--- src/rtl/dmg_oam_dma.sv ---
// OAM DMA controller: copies a 160-byte page into OAM and arbitrates the main bus
// between the CPU and the DMA engine while the copy runs.
module dmg_oam_dma #(
    parameter int unsigned MCYCLE_CLKS   = 4,
    parameter int unsigned START_MCYCLES = 1,
    parameter int unsigned XFER_LEN      = 160
) (
    input  logic        CLK,
    input  logic        RESET,
    input  logic [15:0] cpu_a,
    input  logic [7:0]  cpu_dout,
    input  logic        cpu_rd,
    input  logic        cpu_wr,
    output logic [7:0]  cpu_din,
    output logic [15:0] mem_a,
    output logic [7:0]  mem_dout,
    input  logic [7:0]  mem_din,
    output logic        mem_rd,
    output logic        mem_wr,
    output logic [7:0]  oam_a,
    output logic [7:0]  oam_d,
    output logic        oam_wr,
    output logic        dma_active
);

    localparam int unsigned StartClks = START_MCYCLES * MCYCLE_CLKS;
    localparam int unsigned PhW       = $clog2(MCYCLE_CLKS);
    localparam int unsigned CntW      = $clog2(StartClks + 1);
    localparam logic [PhW-1:0]  PhLast  = PhW'(MCYCLE_CLKS - 1);
    localparam logic [CntW-1:0] CntLast = CntW'(StartClks - 1);
    localparam logic [7:0]      IdxLast = 8'(XFER_LEN - 1);

    typedef enum logic [1:0] {StIdle, StStart, StXfer} state_e;

    state_e          state_q, state_d;
    logic [7:0]      page_q, page_d;
    logic [7:0]      idx_q, idx_d;
    logic [7:0]      data_q, data_d;
    logic [PhW-1:0]  phase_q, phase_d;
    logic [CntW-1:0] cnt_q, cnt_d;

    logic ff46_sel, ff46_wr, hi_page;

    assign ff46_sel = (cpu_a == 16'hFF46);
    assign ff46_wr  = cpu_wr && ff46_sel;
    assign hi_page  = (cpu_a[15:8] == 8'hFF);

    always_comb begin
        state_d = state_q;
        page_d  = page_q;
        idx_d   = idx_q;
        data_d  = data_q;
        phase_d = phase_q;
        cnt_d   = cnt_q;
        case (state_q)
            StStart: begin
                if (cnt_q == CntLast) begin
                    state_d = StXfer;
                    phase_d = '0;
                    cnt_d   = '0;
                end else begin
                    cnt_d = cnt_q + 1'b1;
                end
            end
            StXfer: begin
                // mem_din is valid the clock after the phase-0 read strobe
                if (phase_q == PhW'(1)) data_d = mem_din;
                if (phase_q == PhLast) begin
                    phase_d = '0;
                    idx_d   = idx_q + 8'd1;
                    if (idx_q == IdxLast) state_d = StIdle;
                end else begin
                    phase_d = phase_q + 1'b1;
                end
            end
            default: ;
        endcase
        // A page write restarts the engine from any state, including the final byte.
        if (ff46_wr) begin
            page_d  = cpu_dout;
            idx_d   = '0;
            phase_d = '0;
            cnt_d   = '0;
            state_d = StStart;
        end
    end

    always_ff @(posedge CLK) begin
        if (RESET) begin
            state_q <= StIdle;
            page_q  <= '0;
            idx_q   <= '0;
            data_q  <= '0;
            phase_q <= '0;
            cnt_q   <= '0;
        end else begin
            state_q <= state_d;
            page_q  <= page_d;
            idx_q   <= idx_d;
            data_q  <= data_d;
            phase_q <= phase_d;
            cnt_q   <= cnt_d;
        end
    end

    always_comb begin
        mem_a      = cpu_a;
        mem_dout   = cpu_dout;
        mem_rd     = 1'b0;
        mem_wr     = 1'b0;
        cpu_din    = 8'hFF;
        oam_a      = idx_q;
        oam_d      = data_q;
        oam_wr     = 1'b0;
        dma_active = (state_q != StIdle);
        if (state_q == StXfer) begin
            mem_a    = {page_q, idx_q};
            mem_dout = '0;
            mem_rd   = (phase_q == '0);
            oam_wr   = (phase_q == PhLast);
        end else if (state_q == StStart) begin
            mem_a    = {page_q, idx_q};
            mem_dout = '0;
        end else if (!RESET && !hi_page) begin
            mem_rd  = cpu_rd;
            mem_wr  = cpu_wr;
            cpu_din = mem_din;
        end
        if (ff46_sel) cpu_din = page_q;
    end

endmodule

--- config.mk ---
export PLATFORM = sky130hd
export DESIGN_NAME = dmg_oam_dma
export DESIGN_NICKNAME = d
export VERILOG_FILES = /design/src/rtl/dmg_oam_dma.sv
export SDC_FILE = /design/constraint.sdc
export NUM_CORES = 1
export LEC_CHECK = 0
export CORE_MARGIN = 3
export CORE_UTILIZATION = 40
export CTS_BUF_LIST = sky130_fd_sc_hd__clkbuf_16
export DETAILED_ROUTE_END_ITERATION = 8
export PLACE_DENSITY = 0.87
export SETUP_SLACK_MARGIN = 0.05
export SKIP_CTS_REPAIR_TIMING = 1
export SYNTH_ARGS = -nofsm -noshare
export SYNTH_HDL_FRONTEND = slang
export SYNTH_SLANG_ARGS = --single-unit
--- constraint.sdc ---
create_clock -name CLK -period 2.82 [get_ports CLK]
set_input_delay 0.705 -clock CLK [delete_from_list [all_inputs] [get_ports CLK]]
set_output_delay 0.705 -clock CLK [all_outputs]
set_load 0.05 [all_outputs]
==> out/metrics.yaml <==
crit_fanout: 5
grt_pass1_wl_um: 9020
yosysWarnings: 0
finish.utilization_pct: 78.4
fin_skew_ns: 0.00360
grt_pass1_vias: 1905
via_per_inst: 5.39
io_pins: 88
start_kind: "primary input"
route.antenna.remaining_nets: 0
avgSynthCellArea_um2: 8.51
place_area_um2: 2970
drc: 0
p_leak_nw: 1.35
dieArea_um2: 5120
setup_violations: 8
initial_utilization_pct: 42.1
violations: "negative setup slack"
n_fill_cell: 269
synth-seq-area-share_pct: 36.1
core_area_um2: 4090
crit_family: "simple AND/OR/NAND/NOR gates"
power_density_nw_per_um2: 391
worst-path-buf-inv: 2
async_flop_share_pct: 0
cts_buffers: 5
ys_ff_latch: 31
wl_um: 6210
r2r_start: "phase_q[0]"
slew-limit-headroom_pct: 66.3
cp_data_required_time_ns: 2.12
nNetsFinal: 339
path_clk_slew_ns: 0.05
cp-startpoint: "cpu_a[5]"
rsz0062_at_grt: "true"
yosysTopAreaCell: "dfxtp_1"
internal_power_mw: 0.911
path_cells: "buf_6 -> or4b_4 -> or4_4 -> o22a_2 -> buf_8"
cp.depth: 5
ir_worst_vdd_uv: 297
netlist_area_um2: 1720
critPathMaxStageDelay_ns: 0.56
cap_violations: 0
ctsRootBufferMaster: "clkbuf_16"
dp_cells: 339
io_buffers: 87
worst_pin_slew_ns: 0.503
worst_setup_path_end_kind: "output port"
rows: 23
first_pass_iters: 5
fin_cells: 350
wl_met1_um: 2400
hold_depth: 2
cts_max_level: 2
area_growth_pct: 86.4
die_h_um: 71.6
holdCritStartpoint: "oam_d[5]"
power_frac_clock_pct: 39.9
grt_max_degree: 19
r2r_cells: 5
synth_cells: 202
synth_edf_count: 0
path_class: "in2out"
multi_input_area_um2: 1090
overflow: 0
max_clock_freq_mhz: 336
top_layer: "met4"
synth_commonest_cells: "dfxtp_1, nand2_1, mux2_2"
cts_tree: "yes"
period_share_pct: 106
cp.arrival_ns: 2.27
p_comb_share_pct: 25.2
synth_ff_type: "dfxtp_1"
wl_met3_um: 457
grtUsageTotal_pct: 22.8
cts_sinks: 31
worst_slack_ns: -0.159
hold_viol: 0
final_area_um2: 3200
regArea_um2: 621
wl_met2_um: 3150
die_w_um: 71.6
insertion_delay_ns: 0.28
first_iter_violations: 57
cp_slowest_cell: "or4_4"
p_switching_mw: 0.344
wire_per_inst_um: 17.7
synth_area_leaders: "dfxtp_1, mux2_2, nand2_1"
synth_fp_nets: 243
drive_above_1_share_pct: 28.8
outcome: "finished with violations"
clockBufferDepth: 2
hpwl_um: 4370
slew_violations: 0
holdCritPathClass: "reg2reg"
synth_cell_type_count: 39
period_needed_ns: 2.98
antenna_found_initial: 1
switching_share_pct: 27.4
via_count: 1885
gp_congestion: 0.822
seqPwrFrac_pct: 35.0
synth_top_area_share_pct: 36.1
==> cells by family (layout without fill, tap and decap cells) <==
kind of cell	after synthesis	in the layout	share of synthesized area, %
and+or+nand+nor	84	85	25.0
muxes	23	23	14.5
DFF	31	31	36.1
other	0	1	0
xor gates and xnor gates	7	7	3.57
buffers and inverters	19	115	4.88
AOI/OAI and AO/OA	33	33	12.4
adders and majority gates	5	5	3.64
==> registers in the layout, summed over array words and instances (netlist names) <==
register and cells:
oam_d 8, phase_q 2, cnt_q 3, state_q 2
oam_a 8, page_q 8
==> power by group through the flow <==
stage | clock network, mW | logic (mW) | registers, mW
floorplan | 0 | 0.137 | 0.448
global placement | 0 | 0.303 | 0.448
detailed placement | 0 | 0.308 | 0.448
CTS | 0.500 | 0.309 | 0.439
global route | 0.522 | 0.326 | 0.438
finish | 0.500 | 0.316 | 0.439
==> worst reg2reg max path, stage by stage (launching register included) <==
cell and delay, ns:
dfxtp_1 0.40, ha_1 0.25, nand3b_1 0.19, or3_1 0.43
xor2_1 0.15, nor2_1 0.08
==> placed cells by master (no fill, tap or decap), types with 2 or more instances in the layout <==
master / n
o22a_4: 4
nor2_1: 14
mux2i_1: 8
buf_6: 8
a21oi_1: 13
dfxtp_1: 31
buf_4: 10
dlymetal6s2s_1: 13
inv_1: 10
nand4_1: 6
or4_4: 2
xnor2_1: 3
clkdlybuf4s50_1: 36
clkbuf_2: 2
or3_1: 2
o21ai_0: 3
o22a_2: 4
clkbuf_16: 5
and2_1: 9
ha_1: 5
xor2_1: 4
nand2_1: 31
clkinv_1: 2
o21ai_1: 3
nor2b_1: 2
mux2_2: 15
nand3_1: 9
buf_12: 27
==> area by class of cell <==
| type | instances | area share [%] |
|---|---|---|
| inverter | 10 | 1.17 |
| multi-input combinational | 153 | 34.0 |
| timing repair buffer | 97 | 39.1 |
| sequential | 31 | 19.4 |
| antenna | 1 | 0.0781 |
| clock inverter | 3 | 0.351 |
| clock buffer | 5 | 3.90 |
| tap | 50 | 1.95 |
==> final timing paths <==
check	endpoint	slack, ns
setup / recovery	cpu_din[4]	-0.16
hold / removal	oam_d[5]	0.46
setup reg to reg	oam_a[5]	1.26
hold reg to reg	oam_d[5]	0.46
==> layer usage <==
metal | track usage [%] | vias up
met5 | 0 | -
met4 | 11.5 | 0
met3 | 6.59 | 21
met2 | 38.0 | 87
met1 | 26.6 | 883
li1 | - | 894
==> through the flow <==
stage               hold WS (ns)  total power, mW  setup WS (ns)  TNS (ns)
global route               0.483             1.29         -0.187     -1.11
global placement           0.440            0.751         -0.501     -4.86
detailed placement         0.450            0.755         -0.526     -5.76
floorplan                  0.436            0.585        -0.0130   -0.0617
finish                     0.457             1.25         -0.159    -0.931
CTS                        0.456             1.25         -0.527     -4.06
Power figures use the tool's default switching activity.
==> variant 1 (config.mk and constraints unchanged) <==
Set the parameter `MCYCLE_CLKS` to 2 (it was 4).
--- a/src/rtl/dmg_oam_dma.sv
+++ b/src/rtl/dmg_oam_dma.sv
@@ -2,5 +2,5 @@
 // between the CPU and the DMA engine while the copy runs.
 module dmg_oam_dma #(
-    parameter int unsigned MCYCLE_CLKS   = 4,
+    parameter int unsigned MCYCLE_CLKS   = 2,
     parameter int unsigned START_MCYCLES = 1,
     parameter int unsigned XFER_LEN      = 160
Check against the original RTL: not equivalent (a bounded check fails within 4 cycles, from zero or initial values and one cycle with RESET high).
==> variant 1 against the original RTL <==
The run still ends with setup timing left; routed wire length is 5.3% lower; cell count is 4.0% lower; cell area fell by 3.4%; worst setup slack got worse by 0.12 ns; sequential cell count down 2; fmax down 3.7%; total power fell by 1.6%; area after synthesis decreased by 9.2%; sequential power is 6.6% lower; highest routed layer unchanged.
==> variant 1: results (changes against the original RTL) <==
.. list-table::
   :header-rows: 1

   * - Metric
     - Value
   * - Run status
     - finished with violations (unchanged)
   * - Failing checks
     - setup timing (unchanged)
   * - Fraction of layout instances using a drive strength above 1
     - 31.7% (was 28.8%)
   * - Non-clock buffer contribution to total cell area
     - 41.2% (was 39.1%)
   * - Slack of the critical path
     - -0.274 ns (was -0.159 ns)
   * - Number of buffers outside the clock class in the layout
     - 102 (was 97)
   * - Via count of the first global-routing pass
     - 1713 (was 1905)
   * - Capture endpoint of the worst hold path
     - oam_d[3]$_SDFFE_PP0P_ (was oam_d[5]$_SDFFE_PP0P_)
   * - Via count
     - 1798 (was 1885)
   * - Largest delay contributor family on the critical path
     - buffers and inverters (was simple AND/OR/NAND/NOR gates)
   * - Number of register bits inferred by synthesis
     - 29 (was 31)
   * - Footprint of the multi-input gates
     - 983 µm² (was 0.00109 mm²)
   * - Multi-input comb cells
     - 135 (was 153)
   * - Final estimated routing congestion in global placement
     - 0.770 (was 0.822)
   * - Critical R2R Launch
     - state_q[1]$_SDFFE_PP0P_ (was phase_q[0]$_SDFFE_PP0P_)
   * - Synth Instances
     - 188 (was 202)
   * - Cell types occupying the most area after synthesis
     - sky130_fd_sc_hd__dfxtp_1 (37%), sky130_fd_sc_hd__mux2_2 (12%), sky130_fd_sc_hd__a21oi_1 (5.4%) (was sky130_fd_sc_hd__dfxtp_1 (36%), sky130_fd_sc_hd__mux2_2 (9.8%), sky130_fd_sc_hd__nand2_1 (6.8%))
   * - Average routed wire per standard cell
     - 17.5 µm (was 17.7 µm)
   * - Overall track demand over capacity in global routing
     - 24.0% (was 22.8%)
   * - Clock Network Area Fraction
     - 4.61% (was 4.26%)
   * - Setup crit start
     - cpu_a[3] (was cpu_a[5])
   * - Syn nets
     - 225 (was 243)
   * - Count of final setup violators
     - 8 (unchanged)
   * - R2R depth
     - 7 (was 5)
   * - Critical Path Max Stage Delay
     - 0.47 ns (was 0.56 ns)
   * - Wire length of the first global-routing pass
     - 8240 µm (was 9020 µm)
   * - End of the worst register-to-register path
     - state_q[1]$_SDFFE_PP0P_ (was oam_a[5]$_SDFFE_PP0P_)
   * - Number of library cell types mapped by synthesis
     - 36 (was 39)
-- variant 1: cell count changes after synthesis, sizes merged, moves of 4 or more --
cell	delta
nand2	-10
mux2i	-8
nand3	-8
nor2	-6
or3	+6
a21oi	+4
ha	-4
o21ai	+4
-- variant 1: metrics by stage --
| step | utilization, % | setup TNS (ns) | instance area, µm² | setup WS, ns |
|---|---|---|---|---|
| after floorplan | - | -0.420 | 1670 | -0.0525 |
| after global placement | 76.8 | -6.19 | 2850 | -0.509 |
| after detailed placement | 76.8 | -7.43 | 2850 | -0.531 |
| after CTS | 80.6 | -4.27 | 3000 | -0.534 |
| after global routing | 83.3 | -1.97 | 3090 | -0.276 |
| final | 83.3 | -2.00 | 3090 | -0.274 |
-- variant 1: kinds of logic after synthesis --
| group | after synthesis | share of synthesized area (%) |
|---|---|---|
| AND/OR/NAND/NOR | 67 | 22.7 |
| AO/OA/AOI/OAI | 41 | 15.8 |
| flip-flops | 29 | 37.2 |
| buffers and inverters | 24 | 6.41 |
| multiplexers | 16 | 11.5 |
| XOR/XNOR | 10 | 5.61 |
| adder cells (fa/ha/maj) | 1 | 0.801 |
-- variant 1: power groups by stage --
stage	Sequential [W]	Combinational [W]	Clock [W]
2_1_floorplan	0.000419	0.000139	0
3_3_place_gp	0.000419	0.000305	0
3_5_place_dp	0.000419	0.000309	0
4_1_cts	0.000410	0.000311	0.000513
5_1_grt	0.000410	0.000326	0.000535
6_report	0.000410	0.000315	0.000508
-- variant 1: routing by layer --
| metal | track usage [%] | share of wire [%] | vias to the layer above |
|---|---|---|---|
| li1 | - | - | 855 |
| met5 | 0 | 0 | - |
| met2 | 41.2 | 50 | 79 |
| met4 | 11.7 | 1.9 | 0 |
| met3 | 6.40 | 7.5 | 11 |
| met1 | 27.2 | 40 | 853 |
==> variant 2 (config.mk and constraints unchanged) <==
Made on the original files. Reset style: asynchronous (`RESET`), changed in one clocked block.
--- a/src/rtl/dmg_oam_dma.sv
+++ b/src/rtl/dmg_oam_dma.sv
@@ -86,5 +86,5 @@
     end
 
-    always_ff @(posedge CLK) begin
+    always_ff @(posedge CLK or posedge RESET) begin
         if (RESET) begin
             state_q <= StIdle;
Formal check against the unedited RTL: differs if RESET is asserted again (counterexample within 4 cycles, from zero or initial values and one cycle with RESET high); with RESET held inactive, the same outputs for 10 cycles.
==> variant 2 against the original RTL <==
Clock skew is essentially flat; first-iteration DRC count grew 120%; sequential cell count is the same; cell area grew 6.8%; sequential share of layout area grew 3.3 points; worst setup slack gained 0.30 ns; die area grew 6.7%; non-clock buffer count grew 5; area after synthesis grew 7.4%; count of clock-buffer cells in the layout is the same; critical path depth grew 1; routed wire length grew 11%; highest routed layer unchanged.
Power is not compared: it rests on default switching activity, and its combinational part moved more than twofold at a synthesized area within 25%.
==> variant 2: results (changes against the original RTL) <==
.. list-table::
   :header-rows: 1

   * - Metric
     - Value
   * - Average routed wire per standard cell
     - 19.5 µm (was 17.7 µm)
   * - Antenna violations before repair
     - 0 (was 1)
   * - Total iterations of the first detailed-routing run
     - 4 (was 5)
   * - Synth Instances
     - 196 (was 202)
   * - Largest delay contributor family on the critical path
     - buffers and inverters (was simple AND/OR/NAND/NOR gates)
   * - Placement Setup Slack
     - -0.177 ns (was -0.526 ns)
   * - Launch point of the worst hold path
     - oam_d[7]$_DFFE_PP0P_ (was oam_d[5]$_SDFFE_PP0P_)
   * - Clock-pin slew of the registers on the worst-case setup and hold paths
     - 0.05 ns (about the same)
   * - Worst Clk Skew
     - 0.00377 ns (was 0.00360 ns)
   * - R2R depth
     - 3 (was 5)
   * - Final antenna diode count
     - 0 (was 1)
   * - End of the worst register-to-register path
     - oam_d[5]$_DFFE_PP0P_ (was oam_a[5]$_SDFFE_PP0P_)
   * - Starting DRT DRC Count
     - 124 (was 57)
   * - Worst hold stages
     - 1 (was 2)
   * - Wire length of the first global-routing pass
     - 9270 µm (was 9020 µm)
   * - Count of final setup violators
     - 0 (was 8)
   * - Capture endpoint of the worst hold path
     - oam_d[7]$_DFFE_PP0P_ (was oam_d[5]$_SDFFE_PP0P_)
   * - Run status
     - finished clean (was finished with violations)
   * - Largest net degree at the start of global routing
     - 32 (was 19)
   * - Cell type of the slowest stage on the worst timing path
     - sky130_fd_sc_hd__o22a_1 (was sky130_fd_sc_hd__or4_4)
   * - Number of library cell types mapped by synthesis
     - 38 (was 39)
   * - Share of synthesized registers carrying an async set or reset
     - 100% (was 0%)
   * - Overall track demand over capacity in global routing
     - 23.3% (was 22.8%)
   * - Endpoint arrival time on the critical path
     - 1.98 ns (was 2.27 ns)
   * - Critical Path Max Stage Delay
     - 0.30 ns (was 0.56 ns)
   * - HPWL after detailed placement
     - 4590 µm (was 4370 µm)
   * - Setup_tns
     - 0 ns (was -0.931 ns)
   * - Via count of the first global-routing pass
     - 1873 (was 1905)
   * - WL final
     - 6880 µm (was 6210 µm)
   * - Per-cell via count in the routed design
     - 5.43 (was 5.39)
   * - Total overflow reported by the global router
     - 0 (unchanged)
   * - Setup crit start
     - cpu_a[7] (was cpu_a[5])
   * - Syn nets
     - 237 (was 243)
   * - Worst relative slew slack
     - 59.4% (was 66.3%)
   * - Fin Hold WS
     - 0.502 ns (was 0.457 ns)
   * - Critical R2R Launch
     - state_q[0]$_DFFE_PP0P_ (was phase_q[0]$_SDFFE_PP0P_)
   * - Slack of the critical path
     - 0.137 ns (was -0.159 ns)
   * - Cell types occupying the most area after synthesis
     - sky130_fd_sc_hd__dfrtp_1 (42%), sky130_fd_sc_hd__nand2_1 (11%), sky130_fd_sc_hd__mux2_2 (7.3%) (was sky130_fd_sc_hd__dfxtp_1 (36%), sky130_fd_sc_hd__mux2_2 (9.8%), sky130_fd_sc_hd__nand2_1 (6.8%))
   * - Fraction of layout instances using a drive strength above 1
     - 28.9% (was 28.8%)
==> variant 2: layer usage <==
layer / part of all wire (%) / GRT usage [%]
met1: 36 / 26.6
met3: 6.9 / 5.61
met2: 55 / 41.9
met4: 2.2 / 8.65
met5: 0 / 0
==> variant 2: where the power goes <==
group          leakage [nW]  internal [W]  switching [W]
sequential            0.385      0.000505      0.0000807
clock                0.0762      0.000318       0.000185
combinational          1.27      0.000352       0.000511
total                  1.73       0.00118       0.000776
==> variant 2: through the flow <==
stage | power [W] | util (%) | area, µm²
6_report | 0.00195 | 77.5 | 3420
5_1_grt | 0.00202 | 77.5 | 3420
4_1_cts | 0.00195 | 74.3 | 3280
3_5_place_dp | 0.00144 | 71.2 | 3140
3_3_place_gp | 0.00143 | 71.2 | 3140
2_1_floorplan | 0.00104 | - | 1860
==> variant 2: cell families (layout without fill, tap and decap cells) <==
family | after synthesis | in the layout | share of synthesized area, %
flip-flops | 31 | 31 | 42.0
AO/OA/AOI/OAI | 18 | 18 | 6.98
AND/OR/NAND/NOR | 105 | 106 | 29.5
buffers and inverters | 14 | 118 | 4.20
multiplexers | 16 | 16 | 10.6
adder cells (fa/ha/maj) | 5 | 5 | 3.39
XOR/XNOR | 7 | 7 | 3.32
==> variant 2: final cells by class <==
type / count / area, µm² / share of cell area (%)
flip-flops and latches: 31 / 776 / 22.7
multi-input cells: 152 / 1050 / 30.6
clock buffers: 5 / 125 / 3.66
clock inverters: 3 / 12.5 / 0.366
well taps: 52 / 65.1 / 1.90
repair buffers: 102 / 1360 / 39.9
inverters: 8 / 33.8 / 0.987
